### config.mk
export PLATFORM = sky130hd
export DESIGN_NAME = line_refill_unit
export DESIGN_NICKNAME = d
export VERILOG_FILES = /design/src/rtl/line_refill_unit.sv
export SDC_FILE = /design/constraint.sdc
export NUM_CORES = 1
export LEC_CHECK = 0
export CORE_ASPECT_RATIO = 0.5
export CORE_MARGIN = 8
export CORE_UTILIZATION = 40
export CTS_CLUSTER_SIZE = 40
export DETAILED_ROUTE_END_ITERATION = 6
export PLACE_DENSITY = 0.84
export SLEW_MARGIN = 20
export SYNTH_ARGS = -nofsm -noshare
export SYNTH_HDL_FRONTEND = slang
export SYNTH_SLANG_ARGS = --single-unit
### constraint.sdc
create_clock -name clk -period 1.8 [get_ports clk]
set_input_delay 0.54 -clock clk [delete_from_list [all_inputs] [get_ports clk]]
set_output_delay 0.54 -clock clk [all_outputs]
set_load 0.02 [all_outputs]
### src/rtl/line_refill_unit.sv
// line_refill_unit: fetches one 128-bit instruction-cache line from 32-bit instruction memory.
// Latency: accept at T, line_valid at T+1+sum(per-word memory latency + 1); T+9 with 1-cycle memory.
// Backpressure: req_ready only in IDLE; one refill and at most one memory read outstanding at a time.
//
// Ports
//   clk, rst            rising-edge clock, asynchronous active-low reset
//   req_valid/req_addr  refill request (byte address of the missing instruction)
//   req_ready           high only while idle; request accepted on req_valid & req_ready
//   abort               branch redirect; cancels the refill in flight
//   mem_rd/mem_addr     one-cycle read strobe and word-aligned byte address
//   mem_rvalid/rdata    read return, any latency >= 1 cycle after mem_rd
//   line_valid          one-cycle pulse, line_addr/line_data complete
//   line_addr/line_data line-aligned address and assembled line (word k at bits [32k+31:32k])
//
// Build option: define CRITICAL_WORD_FIRST_EN to start each refill at the word that missed
// (req_addr word offset) and wrap around the line; otherwise words are read 0,1,2,3.

module line_refill_unit #(
  parameter int WORDS_PER_LINE = 4,
  parameter int ADDR_W         = 32
) (
  input  logic                         clk,
  input  logic                         rst,
  input  logic                         req_valid,
  input  logic [ADDR_W-1:0]            req_addr,
  output logic                         req_ready,
  input  logic                         abort,
  output logic                         mem_rd,
  output logic [ADDR_W-1:0]            mem_addr,
  input  logic                         mem_rvalid,
  input  logic [31:0]                  mem_rdata,
  output logic                         line_valid,
  output logic [ADDR_W-1:0]            line_addr,
  output logic [32*WORDS_PER_LINE-1:0] line_data
);

  // Word index width, byte offset of a line, and width of the received-word count.
  localparam int WORD_W = $clog2(WORDS_PER_LINE);
  localparam int OFF_W  = WORD_W + 2;
  localparam int CNT_W  = $clog2(WORDS_PER_LINE + 1);
  localparam logic [CNT_W-1:0] LAST_CNT = CNT_W'(WORDS_PER_LINE - 1);

  typedef enum logic [2:0] {
    S_IDLE,
    S_REQ,
    S_WAIT,
    S_DONE,
    S_DRAIN
  } state_t;

  state_t state_q;
  state_t state_d;

  logic [WORD_W-1:0]                word_q;   // slot being read; wraps naturally
  logic [CNT_W-1:0]                 rcvd_q;   // words received so far, decides completion
  logic [ADDR_W-OFF_W-1:0]          tag_q;    // line address without the offset bits
  logic [WORDS_PER_LINE-1:0][31:0]  slot_q;   // assembled line, one slot per word

  logic [WORD_W-1:0] start_word;
  logic              accept;
  logic              take_word;

`ifdef CRITICAL_WORD_FIRST_EN
  assign start_word = req_addr[OFF_W-1:2];
`else
  assign start_word = '0;
`endif

  // Offset bits are only partly used (or not at all) depending on the build option.
  logic unused_req_offset;
  assign unused_req_offset = ^req_addr[OFF_W-1:0];

  // A request is taken in IDLE even if abort is high: abort only cancels work in flight.
  assign accept = (state_q == S_IDLE) && req_valid;

  // Data returned together with an abort is dropped, never written into the line.
  assign take_word = (state_q == S_WAIT) && mem_rvalid && !abort;

  // ---------------------------------------------------------------------------
  // State register
  // ---------------------------------------------------------------------------
  always_ff @(posedge clk or negedge rst) begin
    if (!rst) begin
      state_q <= S_IDLE;
    end else begin
      state_q <= state_d;
    end
  end

  // ---------------------------------------------------------------------------
  // Next-state logic
  // ---------------------------------------------------------------------------
  always_comb begin
    state_d = state_q;
    case (state_q)
      S_IDLE: begin
        if (req_valid) begin
          state_d = S_REQ;
        end
      end
      S_REQ: begin
        // Abort before the strobe leaves: nothing is outstanding, go straight home.
        state_d = abort ? S_IDLE : S_WAIT;
      end
      S_WAIT: begin
        if (abort) begin
          // A read is outstanding unless it is returning right now.
          state_d = mem_rvalid ? S_IDLE : S_DRAIN;
        end else if (mem_rvalid) begin
          state_d = (rcvd_q == LAST_CNT) ? S_DONE : S_REQ;
        end
      end
      S_DONE: begin
        state_d = S_IDLE;
      end
      S_DRAIN: begin
        // Swallow the orphaned read so it cannot land in a later refill.
        if (mem_rvalid) begin
          state_d = S_IDLE;
        end
      end
      default: begin
        state_d = S_IDLE;
      end
    endcase
  end

  // ---------------------------------------------------------------------------
  // Output logic
  // ---------------------------------------------------------------------------
  always_comb begin
    req_ready  = 1'b0;
    mem_rd     = 1'b0;
    mem_addr   = '0;
    line_valid = 1'b0;
    case (state_q)
      S_IDLE: begin
        req_ready = 1'b1;
      end
      S_REQ: begin
        mem_rd = !abort;
        if (!abort) begin
          mem_addr = {tag_q, word_q, 2'b00};
        end
      end
      S_DONE: begin
        line_valid = !abort;
      end
      default: begin
      end
    endcase
  end

  assign line_addr = {tag_q, {OFF_W{1'b0}}};
  assign line_data = slot_q;

  // ---------------------------------------------------------------------------
  // Datapath: line address, word pointer, received count and line slots.
  // Slots are not cleared on accept; stale words are only visible outside
  // line_valid, where line_data carries no meaning.
  // ---------------------------------------------------------------------------
  always_ff @(posedge clk or negedge rst) begin
    if (!rst) begin
      tag_q  <= '0;
      word_q <= '0;
      rcvd_q <= '0;
      slot_q <= '0;
    end else if (accept) begin
      tag_q  <= req_addr[ADDR_W-1:OFF_W];
      word_q <= start_word;
      rcvd_q <= '0;
    end else if (take_word) begin
      slot_q[word_q] <= mem_rdata;
      word_q         <= word_q + 1'b1;
      rcvd_q         <= rcvd_q + 1'b1;
    end
  end

endmodule
==> results of run 1 <==
==> where the power goes <==
group          internal, mW  switching [mW]  leakage [nW]
clock                  2.14            1.56         0.288
combinational          1.62            1.86          3.20
sequential             4.35           0.415          2.17
==> registers in the layout, summed over array words and instances, names as in the netlist <==
signal / count
line_data: 128
rcvd_q: 3
state_q: 3
tag_q: 28
word_q: 2
==> stage by stage <==
| stage | setup TNS (ns) | util, % | setup WS (ns) | hold WS (ns) |
|---|---|---|---|---|
| 6_report | -6.99 | 62.8 | -0.237 | 0.0364 |
| 5_1_grt | -8.99 | 62.8 | -0.300 | 0.0473 |
| 4_1_cts | -7.04 | 62.6 | -0.243 | 0.0357 |
| 3_5_place_dp | -107.50 | 59.7 | -0.972 | 0.480 |
| 3_3_place_gp | -99.29 | 59.7 | -0.875 | 0.473 |
| 2_1_floorplan | -0.313 | - | -0.0109 | 0.244 |
==> logic make-up (layout without fill, tap and decap cells) <==
logic type      after synthesis  in the layout  synth area share (%)
simple gates                 49             49                  5.57
fa+ha+maj                     6              6                  1.10
other cells                   1              6                0.0548
compound gates                5              5                 0.548
mux                         159            159                  29.1
flops                       164            164                  59.9
buf+inv                      32            324                  3.67
==> worst max-delay path: stages (launching register included) <==
cell and delay, ns:
sky130_fd_sc_hd__dfrtp_2 0.45, sky130_fd_sc_hd__nor2_4 0.15, sky130_fd_sc_hd__buf_6 0.16, sky130_fd_sc_hd__and3_1 0.20
sky130_fd_sc_hd__buf_6 0.13
==> final cells by class <==
type                    count  area [µm²]
multi-input cells         225        2580
inverters                   4        15.0
clock inverters            12         148
flip-flops and latches    164        4110
clock buffers              19         453
fillers                  1266        6160
repair buffers            289        2820
well taps                 227         284
==> cell usage in the layout, fill, tap and decap left out, types with 2 or more instances in the layout <==
cell                              Yosys  routed
sky130_fd_sc_hd__a22o_1               2       2
sky130_fd_sc_hd__clkbuf_16            0      17
sky130_fd_sc_hd__mux2_4              55      55
sky130_fd_sc_hd__and3_1              32       2
sky130_fd_sc_hd__dlygate4sd2_1        0     156
sky130_fd_sc_hd__dfrtp_1            164     163
sky130_fd_sc_hd__and3_2               0      27
sky130_fd_sc_hd__clkdlybuf4s50_1      0      62
sky130_fd_sc_hd__mux2i_1              2       2
sky130_fd_sc_hd__inv_1                4       4
sky130_fd_sc_hd__clkbuf_8             0       2
sky130_fd_sc_hd__clkinv_4             0       5
sky130_fd_sc_hd__buf_4                9      17
sky130_fd_sc_hd__mux2_2             101     101
sky130_fd_sc_hd__buf_6               13      42
sky130_fd_sc_hd__nor3_1               3       2
sky130_fd_sc_hd__conb_1               1       6
sky130_fd_sc_hd__bufinv_16            0       2
sky130_fd_sc_hd__clkinvlp_4           0       2
sky130_fd_sc_hd__and3_4               0       3
sky130_fd_sc_hd__buf_12               0      11
sky130_fd_sc_hd__inv_6                0       2
sky130_fd_sc_hd__nand4_4              4       4
sky130_fd_sc_hd__ha_1                 6       6
==> routing by layer <==
layer / part of all wire [%] / track usage, %
met5: 0 / 0
met4: 2.4 / 6.01
met3: 3.7 / 4.60
met2: 56 / 34.4
met1: 38 / 19.5
==> path summary, 6_finish.rpt <==
kind | slack (ns) | cells after the start | startpoint | end
max | -0.24 | 4 | state_q[2]$_DFFE_PN0P_ | mem_addr[17]
max in group asynchronous | 1.13 | 2 | rst | state_q[2]$_DFFE_PN0P_
max reg2reg | 0.06 | 5 | state_q[0]$_DFFE_PN0P_ | line_data[122]$_DFFE_PN0P_
min reg2reg | 0.49 | 1 | rcvd_q[0]$_DFFE_PN0P_ | rcvd_q[0]$_DFFE_PN0P_
min | 0.04 | 1 | rst | line_data[54]$_DFFE_PN0P_
min in group clk | 0.49 | 1 | rcvd_q[0]$_DFFE_PN0P_ | rcvd_q[0]$_DFFE_PN0P_
==> timing repair <==
action	in CTS	in global routing
buffers inserted	1	1
gates resized for setup	366	9
pin swaps	2	3
endpoints found under the setup margin	317	127
gates cloned	2	0
==> results.json, run 1 <==
{
  "ys_dominant_reg_cell": "sky130_fd_sc_hd__dfrtp_1",
  "yosysMostFrequentCell": "sky130_fd_sc_hd__dfrtp_1",
  "drt_pass1_iterations": 4,
  "floorplan.die_area_um2": 21800,
  "gp_congestion": 0.791,
  "totalWireLength_mm": 20.4,
  "irDropWorstVdd_uv": 762,
  "violations": "setup timing",
  "floorplan.io_pins": 264,
  "globalRouteTotalUtil_pct": 18.0,
  "synthToLayoutAreaGrowth_pct": 51.9,
  "netlist_area_pre_place_um2": 6850,
  "wire_per_inst_um": 21.7,
  "post_route_cells_drive_above_1_share_pct": 41.9,
  "htreeDepth": 4,
  "drt-vias-per-instance": 4.88,
  "grt_pass1_wl_mm": 30.6,
  "post_synth_inst_count": 416,
  "power.static_leakage_nw": 5.66,
  "fp.coreArea_um2": 16600,
  "tritoncts": "built",
  "dr_total_vias": 4591,
  "criticalPathCategory": "reg -> out",
  "die_width_um": 201,
  "max_root_sink_buffers": 2,
  "cp_max_fo": 12,
  "setup.worst_path.start_class": "flip-flop",
  "drc": 0,
  "std_cell_rows": 33,
  "placedInstanceArea_um2": 9880,
  "final.setup.worst_slack_ns": -0.237,
  "diodes": 0,
  "clkTransAtPathRegs_ns": 0.07,
  "worst_skew_pair_later_pin_latency_ns": 0.42,
  "max_clock_freq_mhz": 491,
  "max_cap_viol_count": 0,
  "power_density_nw_per_um2": 1150,
  "worst_setup_path_end_kind": "primary output",
  "final.setup_skew_ns": 0.0146,
  "fin_nets": 776,
  "die_h_um": 109,
  "start_util_pct": 41.4,
  "detailedPlacementHpwl_mm": 14.8,
  "hold_path_class": "in -> async",
  "routed_antenna_nets": 0,
  "cts_made_buffers": 17,
  "portBuffers": 253,
  "cp_data_arrival_time_ns": 1.50,
  "status": "finished with violations",
  "synth_cell_types": 28,
  "synth_edf_count": 0,
  "grt_start_max_net_pins": 54,
  "postLayoutCellArea_um2": 10400,
  "finalNonFillerCells": 940,
  "syn_avg_cell_area_um2": 16.5,
  "numClockSinks": 164,
  "grt_antenna_before_repair": 0,
  "dpl.cell_count": 907,
  "period_share_pct": 113,
  "post_synth_arst_share_pct": 100,
  "final_hold_vio_count": 0,
  "slew_viol_final": 0,
  "first_global_vias": 5050,
  "synth_commonest_cells": "sky130_fd_sc_hd__dfrtp_1, sky130_fd_sc_hd__mux2_2, sky130_fd_sc_hd__mux2_4",
  "final.min_clock_period_ns": 2.04,
  "synth-warning-count": 0,
  "grt_overflow": 0,
  "setup_repair_after_global_routing_missed_its_margin": "true",
  "initialDrtViolationCount": 181,
  "synth.area.top_cells": "sky130_fd_sc_hd__dfrtp_1, sky130_fd_sc_hd__mux2_2, sky130_fd_sc_hd__mux2_4",
  "cts-root-buf": "sky130_fd_sc_hd__clkbuf_16",
  "synth_largest_area_cell": "sky130_fd_sc_hd__dfrtp_1",
  "total_power_mw": 12.0,
  "postSynthRegisterBits": 164,
  "worstPathRequired_ns": 1.26,
  "synth_top_cell_area_share_pct": 59.9,
  "holdBufCountCts": 0,
  "synth-seq-area-share_pct": 59.9,
  "count_of_final_setup_violators": 33
}
(Power assumes the default switching activity.)
==> run 2: changes to the inputs <==
--- a/config.mk
+++ b/config.mk
@@ -6,11 +6,11 @@
 export NUM_CORES = 1
 export LEC_CHECK = 0
 export CORE_ASPECT_RATIO = 0.5
-export CORE_MARGIN = 8
 export CORE_UTILIZATION = 40
-export CTS_CLUSTER_SIZE = 40
+export CTS_CLUSTER_SIZE = 14
 export DETAILED_ROUTE_END_ITERATION = 6
 export PLACE_DENSITY = 0.84
+export SETUP_SLACK_MARGIN = 0.4
 export SLEW_MARGIN = 20
 export SYNTH_ARGS = -nofsm -noshare
 export SYNTH_HDL_FRONTEND = slang
==> run 2 against run 1 <==
Net effect:
- the flow still finishes with violations (setup timing)
- cell area rose by 19%
- die area fell by 19%
- core utilization rose by 12 points
- critical path depth rose by 1
- hold slack improved by 0.47 ns
- setup slack got worse by 0.042 ns
- first-iteration DRC count rose by 28%
- critical endpoint is now mem_addr[11]
- largest power group is now combinational logic
==> results.json, run 2 (synthesized netlist as in run 1, its figures left out) <==
{
  "status": "finished with violations",
  "violations": "setup timing",
  "clkTransAtPathRegs_ns": 0.07,
  "portBuffers": 253,
  "seq_power_share_pct": 36.5,
  "diodes": 0,
  "irDropWorstVdd_uv": 715,
  "cp_data_arrival_time_ns": 1.54,
  "dpl.cell_count": 908,
  "totalWireLength_mm": 23.3,
  "power.share.switching_pct": 32.6,
  "floorplan.io_pins": 264,
  "power.static_leakage_nw": 6.40,
  "layout_common_cells": "sky130_fd_sc_hd__buf_6, sky130_fd_sc_hd__dfrtp_1, sky130_fd_sc_hd__buf_4",
  "numClockSinks": 164,
  "drt-vias-per-instance": 4.90,
  "initialDrtViolationCount": 231,
  "postLayoutCellArea_um2": 12300,
  "power.share.combinational_pct": 37.6,
  "critical_path_cell_list": "nor2_4 > buf_6 > buf_16 > and3_4 > buf_6",
  "setup_tns_final_ns": -17.13,
  "max_root_sink_buffers": 2,
  "placedInstanceArea_um2": 10200,
  "worstPathBufferInverterCount": 3,
  "max_clock_freq_mhz": 481,
  "final_hold_vio_count": 0,
  "clockPowerShare_pct": 26.0,
  "grt_antenna_before_repair": 0,
  "synthToLayoutAreaGrowth_pct": 80.1,
  "globalRouteTotalUtil_pct": 24.3,
  "fp.coreArea_um2": 16600,
  "num-fill-cells": 880,
  "setup_repair_after_global_routing_missed_its_margin": "true",
  "tritoncts": "built",
  "worst_setup_path_end_kind": "primary output",
  "drt_pass1_iterations": 4,
  "std_cell_rows": 33,
  "start_util_pct": 41.4,
  "criticalPathCategory": "reg -> out",
  "worst_skew_pair_later_pin_latency_ns": 0.43,
  "slew_viol_final": 0,
  "gp_congestion": 0.764,
  "largest_register_ff_count": 128,
  "routed_antenna_nets": 0,
  "grt_pass1_wl_mm": 32.2,
  "floorplan.die_area_um2": 17700,
  "leading_cell_type_in_the_layout_fill_and_taps_excluded": "sky130_fd_sc_hd__buf_6",
  "setup.worst_path.start_class": "flip-flop",
  "critPathMaxStageDelay_ns": 0.41,
  "final.setup.worst_slack_ns": -0.279,
  "cts-root-buf": "sky130_fd_sc_hd__clkbuf_16",
  "crit_slowest_cell": "sky130_fd_sc_hd__dfrtp_1",
  "fin_nets": 900,
  "crit_family": "flip-flops",
  "post_route_cells_drive_above_1_share_pct": 69.6,
  "final.setup_skew_ns": 0.0141,
  "finalNonFillerCells": 1065,
  "worstPathRequired_ns": 1.26,
  "wire_per_inst_um": 21.8,
  "grt_start_max_net_pins": 53,
  "cts_made_buffers": 17,
  "cp_common_cell": "sky130_fd_sc_hd__buf_6",
  "htreeDepth": 4,
  "count_of_final_setup_violators": 161,
  "p_sw_mw": 4.44,
  "max_cap_viol_count": 0,
  "first_global_vias": 5392,
  "drc": 0,
  "dr_total_vias": 5219,
  "die_h_um": 94.5,
  "cp_max_fo": 13,
  "detailedPlacementHpwl_mm": 12.8,
  "period_share_pct": 115,
  "grt_overflow": 0,
  "hold_path_class": "reg -> reg",
  "die_width_um": 187,
  "final.min_clock_period_ns": 2.08,
  "power_report.internal_total_mw": 9.17,
  "power_density_nw_per_um2": 1100
}
## run 2: cell count changes in the layout (fill, tap and decap cells not counted), sizes merged
cell / previous run / this run
buf: 70 / 347
dlygate4sd2: 156 / 1
inv: 7 / 11
bufinv: 2 / 0
clkbuf: 19 / 21
clkinv: 5 / 3
clkdlybuf4s15: 1 / 0
clkdlybuf4s50: 62 / 61
clkinvlp: 2 / 3
dlygate4sd3: 0 / 1
dlymetal6s2s: 0 / 1
## run 2: final timing paths
check	to	cells after the start	slack, ns	start
max	mem_addr[11]	5	-0.28	state_q[2]$_DFFE_PN0P_
min	rcvd_q[0]$_DFFE_PN0P_	1	0.51	rcvd_q[0]$_DFFE_PN0P_
max reg2reg	line_data[28]$_DFFE_PN0P_	10	-0.13	state_q[2]$_DFFE_PN0P_
min reg2reg	rcvd_q[0]$_DFFE_PN0P_	1	0.51	rcvd_q[0]$_DFFE_PN0P_
max in group asynchronous	line_data[59]$_DFFE_PN0P_	3	0.67	rst
min in group asynchronous	line_data[56]$_DFFE_PN0P_	2	0.55	rst
## run 2: cell type report
cell class	count	area (µm²)	share of cell area, %
clock inverters	13	115	0.933
multi-input cells	225	2880	23.4
flip-flops and latches	164	4100	33.3
inverters	4	15.0	0.122
well taps	227	284	2.30
clock buffers	19	443	3.59
repair buffers	413	4490	36.4
## run 2: per-layer routing
| metal | vias to the layer above | global-route usage, % | wire, µm |
|---|---|---|---|
| met5 | - | 0 | 0 |
| met2 | 150 | 43.5 | 12200 |
| met3 | 56 | 4.46 | 775 |
| met1 | 2730 | 28.8 | 9440 |
| li1 | 2283 | - | - |
| met4 | 0 | 11.5 | 804 |
## run 2: power by group through the flow
stage	registers (mW)	logic, mW	clock network, mW
3_3_place_gp	4.83	4.02	0
5_1_grt	5.03	5.29	3.77
3_5_place_dp	4.85	4.08	0
4_1_cts	4.92	4.65	3.54
2_1_floorplan	5.60	1.19	0
6_report	4.97	5.11	3.53
## run 2: repair_timing
item	CTS	global route
hold buffers	1	0
cloned	6	3
resized for setup	1180	28
endpoints found under the setup margin	351	351
buffers inserted	65	50
pin swaps	3	5
hold endpoints to repair	15	0
## run 2: through the flow
step,setup slack [ns],power (mW),hold WS (ns),util (%)
floorplan,0.0803,6.79,0.244,-
global placement,-0.810,8.85,0.396,61.3
detailed placement,-0.849,8.93,0.398,61.3
CTS,-0.265,13.1,0.498,71.1
global route,-0.338,14.1,0.535,74.5
finish,-0.279,13.6,0.510,74.5
==> variant 1: new RTL, config.mk and constraints of run 1 <==
The option `CRITICAL_WORD_FIRST_EN` is turned on by a define.
--- a/src/rtl/line_refill_unit.sv
+++ b/src/rtl/line_refill_unit.sv
@@ -14,6 +14,8 @@
 //
 // Build option: define CRITICAL_WORD_FIRST_EN to start each refill at the word that missed
 // (req_addr word offset) and wrap around the line; otherwise words are read 0,1,2,3.
+
+`define CRITICAL_WORD_FIRST_EN
 
 module line_refill_unit #(
   parameter int WORDS_PER_LINE = 4,
Formal check against the unedited RTL: not equivalent (a bounded check fails within 4 cycles, from zero or initial values and one cycle with rst low).
==> variant 1 against run 1 <==
  * The flow still finishes with violations (negative setup slack)
  * Design area grew 4.7%
  * Global-route usage increased by 4.1 points
  * Register-to-register slack got worse by 540 ps
  * Area after synthesis decreased by 5.1%
  * Clock power fell by 5.9%
  * Worst hold slack worse by 15 ps
  * Power rose by 29%
  * Routed wire length grew 17%
  * Maximum frequency is 13% lower
  * Sequential cell count stayed put
  * Combinational power increased by 77%
  * Setup slack got worse by 300 ps
  * Sequential share of layout area is 1.8 points lower
  * Clock skew fell by 1.0 ps
==> variant 1: results (changes against run 1) <==
status = complete, but fails checks
failing checks = negative setup slack
fin nets = 805 (+3.7%)
first-iteration detailed-routing DRC count = 224 (+24%)
Syn Area/Cell = 15.5 um2 (-5.8%)
Placer Congestion = 0.769 (-2.8%)
first-pass GRT wire length = 35000 um (+14%)
final worst setup slack = -534 ps (-297 ps)
r2r worst-path depth = 10 (+5)
clk_skew = 13.6 ps (-1.01 ps)
wire per inst = 24.5 um (+13%)
Synth area leaders = dfrtp_1, mux2_2, and2_1
vias in the first global route = 5433 (+7.6%)
FF-to-FF Start = state_q[2]
hold crit path type = input pin to asynchronous set/reset pin
register area share after synthesis = 63.2% (+3.2 points)
flop2flop setup slack = -480 ps (-540 ps)
vias after detailed routing = 4890 (+6.5%)
CP Max Fanout = 8 (-4)
Final Setup Violations = 194 (+490%)
CP endpoint = mem_addr[31]
largest net degree at the start of global routing = 42 (-22%)
global-route usage over all layers = 22.1% (+4.1 points)
dpl ws = -1060 ps (-91.1 ps)
DP HPWL = 14300 um (-3.7%)
slowest CP cell = dfrtp_1
Port Buffer Count = 255 (+0.79%)
switch share = 37.5% (+5.4 points)
variant 1: cell types whose count changed after synthesis, moves of 4 or more:
cell / delta
nand3_1: +4
mux2_4: -55
and3_1: -31
and2_1: +29
mux2_2: +56
buf_2: +16
nand4_4: -4
buf_6: -13
variant 1: through the flow:
step	setup TNS, ps	area (um2)
2_1_floorplan	-97.0	6580
3_3_place_gp	-111390	9580
3_5_place_dp	-116270	9580
4_1_cts	-50620	10800
5_1_grt	-74800	10900
6_report	-67720	10900
variant 1: cell type report:
cell class	count	area share [%]
multi-input cells	228	24.2
repair buffers	315	30.3
inverters	4	0.138
clock inverters	13	1.06
well taps	227	2.61
flip-flops and latches	164	37.7
clock buffers	19	3.98
variant 1: logic make-up (layout without fill, tap and decap cells):
logic type               count (synthesis)  in the layout  share of synthesized area (%)
adder cells (fa/ha/maj)                  6              6                           1.16
AND/OR/NAND/NOR                         50             50                           4.95
flip-flops                             164            164                           63.2
other                                    1              6                         0.0577
multiplexers                           157            157                           27.2
buffers and inverters                   32            351                           2.50
AO/OA/AOI/OAI                            9              9                          0.944
variant 1: worst min path at each step:
stage | from | endpoint
final | rst | line_data[47]
after global routing | rst | line_data[47]
after CTS | rst | line_data[47]
after detailed placement | rst | line_data[47]
after global placement | rcvd_q[0] | rcvd_q[0]
after floorplan | rst | line_data[0]
variant 1: repair_timing:
action,CTS,global route
buffers inserted,21,11
resized for setup,442,74
endpoints found under the setup margin,319,194
gates cloned,14,3
pin swaps,21,8
variant 1: power by group through the flow:
stage	clock network (uW)	registers [uW]	logic, uW
6_report	3480	5720	6160
5_1_grt	3710	5850	6410
4_1_cts	3490	5610	5820
3_5_place_dp	0	5700	6420
3_3_place_gp	0	5620	6300
2_1_floorplan	0	7100	1460
variant 1: routing by layer:
metal  GRT usage, %  wire length [um]  part of all wire [%]
met1           24.0              9030                    38
met2           40.9             12900                    54
met3           4.95               840                   3.5
met4           10.8              1010                   4.3
met5              0                 0                     0
variant 1: worst reg2reg max path: cells and delay by family (launching register included):
family | cells | cell delay [ps]
multiplexers | 1 | 300
flip-flops | 1 | 440
AND/OR/NAND/NOR | 2 | 410
buffers and inverters | 7 | 1010
==> variant 2: new RTL, config.mk and constraints of run 1 <==
Made on the original files. Encoding of `state_t`: now one-hot (5 bits for 5 states).
--- a/src/rtl/line_refill_unit.sv
+++ b/src/rtl/line_refill_unit.sv
@@ -40,12 +40,12 @@
   localparam int CNT_W  = $clog2(WORDS_PER_LINE + 1);
   localparam logic [CNT_W-1:0] LAST_CNT = CNT_W'(WORDS_PER_LINE - 1);
 
-  typedef enum logic [2:0] {
-    S_IDLE,
-    S_REQ,
-    S_WAIT,
-    S_DONE,
-    S_DRAIN
+  typedef enum logic [4:0] {
+    S_IDLE  = 5'b00001,
+    S_REQ   = 5'b00010,
+    S_WAIT  = 5'b00100,
+    S_DONE  = 5'b01000,
+    S_DRAIN = 5'b10000
   } state_t;
 
   state_t state_q;
Formal check against the unedited RTL: same outputs for any inputs over 4 cycles, from zero or initial values and one cycle with rst low; so few cycles prove little.
==> variant 2 against run 1 <==
  * The run still ends with negative setup slack left
  * Global-route usage is 1.4 points higher
  * Design area up 11%
  * Non-clock buffer count grew 30
  * Routed wire length is 12% higher
  * Area after synthesis grew 6.8%
  * Combinational power hardly changed
  * Synthesized cell count increased by 3.4%
  * Worst hold slack lost 23 ps
  * Critical endpoint is now mem_addr[6]
  * Sequential cell count grew 2
  * Power grew 1.1%
  * Setup slack worse by 350 ps
  * First-iteration DRC count rose by 8.8%
  * Clock power rose by 4%
==> variant 2: results (changes against run 1) <==
status = complete, but fails checks
failing checks = negative setup slack
Cell Area, Placed = 0.0105 mm2 (+6.1%)
final worst setup slack = -586 ps (-349 ps)
post-synthesis cell type count = 35 (+25%)
Final Setup Violations = 161 (+390%)
Synth area leaders = dfrtp_1, mux2_4, mux2_2
ClkCell Share = 5.32% (-0.45 points)
Crit path arrival time = 1850 ps (+350 ps)
clk sinks = 166 (+1.2%)
largest net degree at the start of global routing = 36 (-33%)
Max stage delay on crit path = 410 ps (-40 ps)
fin nets = 819 (+5.5%)
CLK BUF = 17 (-2)
met3 usage = 4.77% (+0.17 points)
multi-input gates = 236 (+4.9%)
clk_skew = 14.7 ps (+0.0339 ps)
Synth Area in Adders = 1.03% (-0.070 points)
NetSw = 3920 uW (+2.1%)
antenna violations before repair = 0 (unchanged)
register area share after synthesis = 56.8% (-3.1 points)
first-pass GRT wire length = 34900 um (+14%)
Signal buf overhead = 30.2% (+3.1 points)
hold slack final = 13.7 ps (-22.7 ps)
Resize count post-CTS = 382 (+4.4%)
CP Max Fanout = 8 (-4)
post-route design area = 0.0116 mm2 (+11%)
synth cell count leaders = dfrtp_1, mux2_4, mux2_2
first-iteration detailed-routing DRC count = 197 (+8.8%)
GR Util met1 = 21.6% (+2.1 points)
dpl ws = -1110 ps (-143 ps)
peak supply drop = 0.755 mV (-0.99%)
drt total wl = 22800 um (+12%)
mux share of post-synthesis cell area = 30.5% (+1.4 points)
met2 WL = 12300 um (+7.4%)
DP HPWL = 15300 um (+3.2%)
global-route usage over all layers = 19.4% (+1.4 points)
PwrDens = 1040 mW/mm2 (-9.1%)
Gate Count Post-Synth = 430 (+3.4%)
share of layout cells above drive strength 1 = 44.8% (+2.8 points)
Seq pwr share = 39.5% (-0.4 points)
Placed Cells = 938 (+3.4%)
Signal buffers = 319 (+10%)
-- variant 2: cell count changes after synthesis, moves of 3 or more --
cell | run 1 | this run
mux2_4 | 55 | 120
buf_12 | 0 | 12
o21ai_0 | 0 | 3
nand2_8 | 0 | 4
buf_6 | 13 | 1
mux2_2 | 101 | 37
nand4_4 | 4 | 0
nand3_1 | 1 | 4
-- variant 2: worst register-to-register path, stage by stage (launching register included) --
cell and delay, ps:
dfrtp_1 400, buf_4 210, nor4b_4 250, and3_4 240, buf_12 130, buf_12 110, nand2_8 80, buf_12 160
buf_16 140, mux2_4 290
-- variant 2: final timing paths --
kind                            depth (start not counted)            end       start
min in group clk                                        1      rcvd_q[2]   rcvd_q[2]
worst min-delay path                                    1  line_data[64]         rst
worst min register to register                          1      rcvd_q[2]   rcvd_q[2]
worst max-delay path                                    5    mem_addr[6]  state_q[2]
worst max register to register                          9  line_data[38]  state_q[2]
max in group asynchronous                               2     state_q[0]         rst
